`src/rtl/mi_loader.sv`:
```
// mi_loader: boot-time owner of the instruction memory port. Receives a
// byte-streamed program (count byte, then words MSB first), writes it from
// address 0 upward, then hands the port to the fetch path and raises cpu_run.
module mi_loader #(
   parameter int unsigned ADDR_W = 5,
   parameter int unsigned DATA_W = 32
) (
   input  logic              clk,
   input  logic              rst_n,
   input  logic [7:0]        rx_data,
   input  logic              rx_valid,
   output logic              rx_ready,
   input  logic              reload,
   input  logic [31:0]       cpu_addr,
   output logic [DATA_W-1:0] cpu_instr,
   output logic              cpu_run,
   output logic [ADDR_W-1:0] mem_addr,
   output logic              mem_we,
   output logic [DATA_W-1:0] mem_wdata,
   input  logic [DATA_W-1:0] mem_rdata,
   output logic              busy,
   output logic              err
);

   localparam int unsigned DEPTH = 2 ** ADDR_W;
   localparam int unsigned BYTES = DATA_W / 8;
   // One extra bit so the count N=DEPTH and the post-increment address fit.
   localparam int unsigned CNT_W = ADDR_W + 1;
   localparam int unsigned BC_W  = $clog2(BYTES + 1);

   typedef enum logic [2:0] {
      S_COUNT,
      S_BYTE,
      S_WRITE,
      S_RUN,
      S_ERR
   } state_t;

   state_t            state, state_n;
   logic [CNT_W-1:0]  waddr;
   logic [CNT_W-1:0]  words_left;
   logic [BC_W-1:0]   byte_cnt;
   logic [DATA_W-1:0] shift;

   logic take;
   logic n_zero;
   logic n_big;
   logic last_byte;

   assign take      = rx_valid && rx_ready;
   assign n_zero    = (rx_data == 8'd0);
   assign n_big     = (32'(rx_data) > DEPTH);
   assign last_byte = (byte_cnt == BC_W'(BYTES - 1));

   // State register.
   always_ff @(posedge clk or negedge rst_n) begin
      if (!rst_n) state <= S_COUNT;
      else        state <= state_n;
   end

   // Load datapath: word counter, write address, byte counter, shifter.
   always_ff @(posedge clk or negedge rst_n) begin
      if (!rst_n) begin
         waddr      <= '0;
         words_left <= '0;
         byte_cnt   <= '0;
         shift      <= '0;
      end else if (reload) begin
         waddr      <= '0;
         words_left <= '0;
         byte_cnt   <= '0;
         shift      <= '0;
      end else begin
         case (state)
            S_COUNT: begin
               if (take && !n_zero && !n_big) begin
                  words_left <= CNT_W'(rx_data);
                  waddr      <= '0;
                  byte_cnt   <= '0;
               end
            end
            S_BYTE: begin
               if (take) begin
                  // Drop the oldest byte, append the new one at the LSB end.
                  shift    <= DATA_W'({shift, rx_data});
                  byte_cnt <= byte_cnt + BC_W'(1);
               end
            end
            S_WRITE: begin
               waddr      <= waddr + CNT_W'(1);
               words_left <= words_left - CNT_W'(1);
               byte_cnt   <= '0;
            end
            default: ;
         endcase
      end
   end

   // Next-state decode and state-derived outputs.
   always_comb begin
      state_n   = state;
      rx_ready  = 1'b0;
      busy      = 1'b0;
      err       = 1'b0;
      cpu_run   = 1'b0;
      cpu_instr = '0;
      mem_we    = 1'b0;
      mem_addr  = waddr[ADDR_W-1:0];
      mem_wdata = '0;

      case (state)
         S_COUNT: begin
            rx_ready = 1'b1;
            busy     = 1'b1;
            if (take) begin
               if (n_zero)     state_n = S_RUN;
               else if (n_big) state_n = S_ERR;
               else            state_n = S_BYTE;
            end
         end
         S_BYTE: begin
            rx_ready = 1'b1;
            busy     = 1'b1;
            if (take && last_byte) state_n = S_WRITE;
         end
         S_WRITE: begin
            busy      = 1'b1;
            mem_we    = 1'b1;
            mem_wdata = shift;
            if (words_left == CNT_W'(1)) state_n = S_RUN;
            else                         state_n = S_BYTE;
         end
         S_RUN: begin
            cpu_run  = 1'b1;
            mem_addr = cpu_addr[ADDR_W-1:0];
            if ((cpu_addr >> ADDR_W) == '0) cpu_instr = mem_rdata;
         end
         S_ERR: begin
            err = 1'b1;
         end
         default: state_n = S_COUNT;
      endcase

      // Reload wins over every transition; an S_WRITE strobe above still fires.
      if (reload) state_n = S_COUNT;
   end

endmodule

```
`config.mk`:
```
export PLATFORM = sky130hd
export DESIGN_NAME = mi_loader
export DESIGN_NICKNAME = d
export VERILOG_FILES = /design/src/rtl/mi_loader.sv
export SDC_FILE = /design/constraint.sdc
export NUM_CORES = 1
export LEC_CHECK = 0
export BUFFER_PORTS_ARGS = -buffer_cell sky130_fd_sc_hd__buf_2
export CAP_MARGIN = 20
export CELL_PAD_IN_SITES_DETAIL_PLACEMENT = 0
export CELL_PAD_IN_SITES_GLOBAL_PLACEMENT = 2
export CORE_UTILIZATION = 22
export CTS_BUF_LIST = sky130_fd_sc_hd__clkbuf_8
export DETAILED_ROUTE_END_ITERATION = 10
export PLACE_DENSITY = 0.86
export REMOVE_ABC_BUFFERS = 1
export SLEW_MARGIN = 20
export SYNTH_ARGS = -nofsm -noshare
export SYNTH_HDL_FRONTEND = slang
export SYNTH_SLANG_ARGS = --single-unit
```
`constraint.sdc`:
```
create_clock -name clk -period 1.9 [get_ports clk]
set_clock_uncertainty 0.1 [all_clocks]
set_input_delay 0.285 -clock clk [delete_from_list [all_inputs] [get_ports clk]]
set_output_delay 0.285 -clock clk [all_outputs]
set_load 0.01 [all_outputs]
```
==> results.tsv, run 1 <==
metric	value	unit
status	finished with violations	
violations	negative setup slack	
route.detailed.drc	0	
multi_input_area	0.001732	mm2
crit_fanout	7	
ys_types	39	
yosys.area.top_type	dfrtp_1	
ir_worst_vdd	243.7	uV
cts_max_level	2	
drtPass1Iterations	5	
ys_top_cells_by_area	dfrtp_1 (42%), and2_1 (14%), nand2_1 (11%)	
hold_path_class	primary input to register	
rrSetupSlack	-260	ps
drive_above_1_share	46.18	%
grt_util_met3	2.317	%
die_area	0.01365	mm2
synthFlopType	dfrtp_1	
vias	3262	
hold_viol_final	0	
clk_latency	300	ps
period_needed	2320	ps
leakage	2.229	nW
max_clock_freq	431.0	MHz
crit_type	register to output port	
root_buffer	clkbuf_8	
cts.sinks	49	
slowest_delay	410	ps
die_y	116.8	um
drt_iter0_drc	134	
seq_area_frac_synth	42.28	%
cp.arrival	1940	ps
hold_slack	126.6	ps
synth_enable_flop_cells	0	
synth.top_cell.area_share	42.28	%
cap_violations	0	
ios	150	
drtAntennaViolNets	0	
max-clock-path-buffers	2	
setup_ws	-420.1	ps
layout.nets	617	
cts_tree	built	
rows	41	
regArea	0.001226	mm2
io_buffers	149	
hpwl	6.924	mm
area_growth	61.26	%
cp-start-kind	register	
pwr_density_cell	412.6	mW/mm2
setup_tns	-22070	ps
use_met2	25.48	%
synthTopCellsByCount	nand2_1 (83), and2_1 (64), dfrtp_1 (49)	
synth-warning-count	0	
grt_pass1_vias	2776	
cts.reportedPaths.clkPinSlew	90	ps
final-setup-viol-count	71	
antenna_found_initial	0	
antenna_cells	0	
synth.avg_cell_area	7.990	um2
core_region_area	0.01272	mm2
use_met1	13.67	%
top_usage_layer	met2	
overflow	0	
synthArstFlopShare	100.0	%
required	1510	ps
viasPerCell	4.601	
gp_congestion	0.7919	
grt_start_max_net_pins	33	
synth.most_common_cell	nand2_1	
crit_chain	buf_4 -> or3b_4 -> inv_2 -> buf_6 -> buf_12 -> clkbuf_16 -> and2_4 -> buf_6	
relSlewSlack	65.80	%
rsz0062_at_grt	yes	
period_share	122.1	%
totalWireLength	9.748	mm
syn-instance-count	363	
synthesis.area	0.002900	mm2
power	1.930	mW
grt_usage	12.74	%
worst_slew_pin_slew	513.0	ps
wl_per_cell	13.75	um
fillers	1300	
final_util	36.76	%
drv_slew	0	
cp_slowest_cell	or3b_4	
cp-end-kind	output port	
cts_buffers	5	
die_w	116.8	um
synth_seq_cells	49	
start_util	22.80	%
cpMostUsedCell	buf_6	
grt_pass1_wl	13.30	mm
layout by cell type (no fill, tap or decap), types with 7 or more instances in the layout:
master,instances
a21oi_1,42
and2_1,38
and2_4,26
buf_2,119
buf_4,27
buf_6,32
dfrtp_1,49
inv_1,7
nand2_1,83
nor2_1,13
nor4_1,8
worst paths after layout:
| check | start | end | cells after the start |
|---|---|---|---|
| setup / recovery | state[2] | mem_wdata[1] | 8 |
| hold / removal | rx_data[6] | shift[6] | 3 |
| setup reg to reg | state[2] | state[1] | 8 |
| hold reg to reg | shift[30] | shift[30] | 2 |
| max in group asynchronous | rst_n | shift[29] | 3 |
| min in group asynchronous | rst_n | shift[26] | 2 |
worst max-delay path: cells and delay by family (launching register included):
family / cells / cell delay [ps]
and+or+nand+nor: 2 / 550
DFF: 1 / 390
buffers and inverters: 6 / 690
final cells by class:
cell class	instances	area share, %
multi-input combinational	282	37.03
timing repair buffer	190	29.59
sequential	49	26.22
tap	172	4.601
clock buffer	5	1.471
inverter	8	0.7758
clock inverter	3	0.3210
power by group:
| part | total, mW | internal, mW | leakage, nW | switching (mW) |
|---|---|---|---|---|
| clock network | 0.607 | 0.251 | 0.0467 | 0.356 |
| logic | 0.267 | 0.126 | 1.50 | 0.140 |
| registers | 1.06 | 1.05 | 0.683 | 0.00736 |
| total | 1.93 | 1.43 | 2.23 | 0.504 |
metal layers:
metal	vias up	wire, um	share of wire [%]
li1	1571	-	-
met1	1559	3768	39
met2	125	5336	55
met3	7	592	6.1
met4	0	51	0.52
met5	-	0	0
cells by family (layout without fill, tap and decap cells):
group / count (synthesis) / after routing / synth area share (%)
simple gates: 205 / 205 / 36.37
compound gates: 71 / 71 / 14.71
flops: 49 / 49 / 42.28
buf+inv: 32 / 206 / 4.141
fa+ha+maj: 5 / 5 / 2.157
mux: 1 / 1 / 0.3451
timing repair:
action,4_1_cts,5_1_grt
endpoints found under the setup margin,72,79
pin swaps,0,14
cloned,0,3
hold endpoints to repair,20,0
resized for setup,5,84
setup buffers,0,13
hold buffers,1,0
sequential cells by signal, summed over array words and instances (netlist names):
name and count:
words_left 6, shift 32, byte_cnt 3, waddr 5, state 3
through the flow:
| step | std cells | worst slack, ps | area (um2) |
|---|---|---|---|
| after floorplan | 339 | -1187 | 2810 |
| after global placement | 684 | -304.7 | 4006 |
| after detailed placement | 684 | -330.8 | 4006 |
| after CTS | 693 | -360.6 | 4118 |
| after global routing | 709 | -523.8 | 4677 |
| final | 709 | -420.1 | 4677 |
(Power assumes the default switching activity.)
==> inputs of run 2 (changes only) <==
Settings changed: MAX_ROUTING_LAYER from default to met4.
==> results.tsv, run 2 (same netlist as run 1, synthesis figures left out) <==
metric	value	unit
status	finished with violations	
violations	negative setup slack	
power	1.920	mW
cts_buffers	5	
wl_per_cell	13.74	um
rsz0062_at_grt	yes	
antenna_found_initial	0	
leakage	2.229	nW
mostFrequentLayoutCells	buf_2 (119), nand2_1 (83), dfrtp_1 (49), a21oi_1 (42), and2_1 (38)	
cp.arrival	1920	ps
root_buffer	clkbuf_8	
max-clock-path-buffers	2	
path_delay_family	buffers and inverters	
pwr_density_cell	410.6	mW/mm2
ir_worst_vdd	245.4	uV
slowest_delay	410	ps
setup_tns	-21460	ps
cp-start-kind	register	
grt_usage	13.14	%
regMostFlops	shift	
switching_share	25.75	%
hold_path_class	primary input to register	
max_clock_freq	433.1	MHz
drive_above_1_share	46.18	%
worst_slew_pin_slew	516.9	ps
totalWireLength	9.744	mm
largest_reg_flops	32	
drtPass1Iterations	5	
relSlewSlack	65.54	%
internal_power	1.426	mW
die_area	0.01365	mm2
rows	41	
overflow	0	
gp_congestion	0.8031	
hold_viol_final	0	
cap_violations	0	
grt_pass1_wl	13.32	mm
crit_chain	buf_4 -> or3b_4 -> inv_2 -> buf_6 -> buf_12 -> clkbuf_16 -> and2_4 -> buf_6	
crit_fanout	7	
grt_start_max_net_pins	33	
drt_iter0_drc	148	
pwr-share-comb	13.8	%
cp-end-kind	output port	
cp_slowest_cell	or3b_4	
vias	3248	
clkPwrFrac	31.1	%
die_y	116.8	um
start_util	22.80	%
antenna_cells	0	
drtAntennaViolNets	0	
reg_top3	shift: 32 flops, words_left: 6 flops, waddr: 5 flops	
dp_slack	-330.8	ps
setup_ws	-409.1	ps
seqPwrFrac	55.0	%
required	1510	ps
hold_slack	130.3	ps
final_common_cell	buf_2	
clk_latency	300	ps
cts.reportedPaths.clkPinSlew	90	ps
io_buffers	149	
hpwl	6.924	mm
ios	150	
cts_max_level	2	
core_region_area	0.01272	mm2
viasPerCell	4.581	
period_needed	2309	ps
crit_type	register to output port	
area_growth	61.26	%
period_share	121.5	%
crit_buf_inv	6	
layout.nets	617	
grt_pass1_vias	2768	
cpMostUsedCell	buf_6	
die_w	116.8	um
route.detailed.drc	0	
cts.sinks	49	
final-setup-viol-count	71	
drv_slew	0	
cts_tree	built	
p_sw	494.4	uW
## run 2: cell counts in the layout (fill, tap and decap cells not counted)
No cell type changed its count.
## run 2: metrics by stage
step / std cells / cell area [um2] / util [%]
2_1_floorplan: 339 / 2810 / -
3_3_place_gp: 684 / 4006 / 31.49
3_5_place_dp: 684 / 4006 / 31.49
4_1_cts: 693 / 4118 / 32.37
5_1_grt: 709 / 4677 / 36.76
6_report: 709 / 4677 / 36.76
## run 2: repair_timing
item | CTS | global route
pin swaps | 0 | 14
hold endpoints to repair | 20 | 0
hold buffers | 1 | 0
endpoints found under the setup margin | 72 | 79
gates cloned | 0 | 3
gates resized for setup | 5 | 84
buffers inserted | 0 | 13
## run 2: cell type report
type | instances | area (um2)
clock inverters | 3 | 15.01
fillers | 1300 | 8045
repair buffers | 190 | 1384
inverters | 8 | 36.28
multi-input cells | 282 | 1732
flip-flops and latches | 49 | 1226
well taps | 172 | 215.2
clock buffers | 5 | 68.82
## run 2: path summary, 6_finish.rpt
path	from	end	slack [ps]	cells past startpoint
hold reg to reg	shift[30]	shift[30]	430	2
max in group asynchronous	rst_n	waddr[1]	760	3
hold / removal	rx_data[6]	shift[6]	130	3
min in group asynchronous	rst_n	shift[26]	390	2
setup reg to reg	state[2]	state[1]	-250	8
setup / recovery	state[2]	mem_wdata[1]	-410	8
## run 2: routing by layer
layer / vias to the layer above / share of wire (%) / global-route usage, %
met5: - / 0 / -
met4: 0 / 1.2 / 3.038
met3: 10 / 5.7 / 2.111
met2: 119 / 54 / 25.56
met1: 1548 / 39 / 13.74
li1: 1571 / - / -
## run 2: worst register-to-register path, cell delays in order, from the launching register on
cell and delay [ps]:
dfrtp_1 390, buf_4 150, or3b_4 410, inv_2 80, buf_4 100, nand3b_1 90
or3b_4 410, a221oi_2 210, o21bai_1 140
## run 2: power by group through the flow
| stage | combinational (mW) | clock (mW) | sequential (mW) |
|---|---|---|---|
| after floorplan | 0.0555 | 0 | 1.08 |
| after global placement | 0.230 | 0 | 1.08 |
| after detailed placement | 0.233 | 0 | 1.08 |
| after CTS | 0.236 | 0.629 | 1.06 |
| after global routing | 0.294 | 0.678 | 1.06 |
| final | 0.266 | 0.598 | 1.06 |
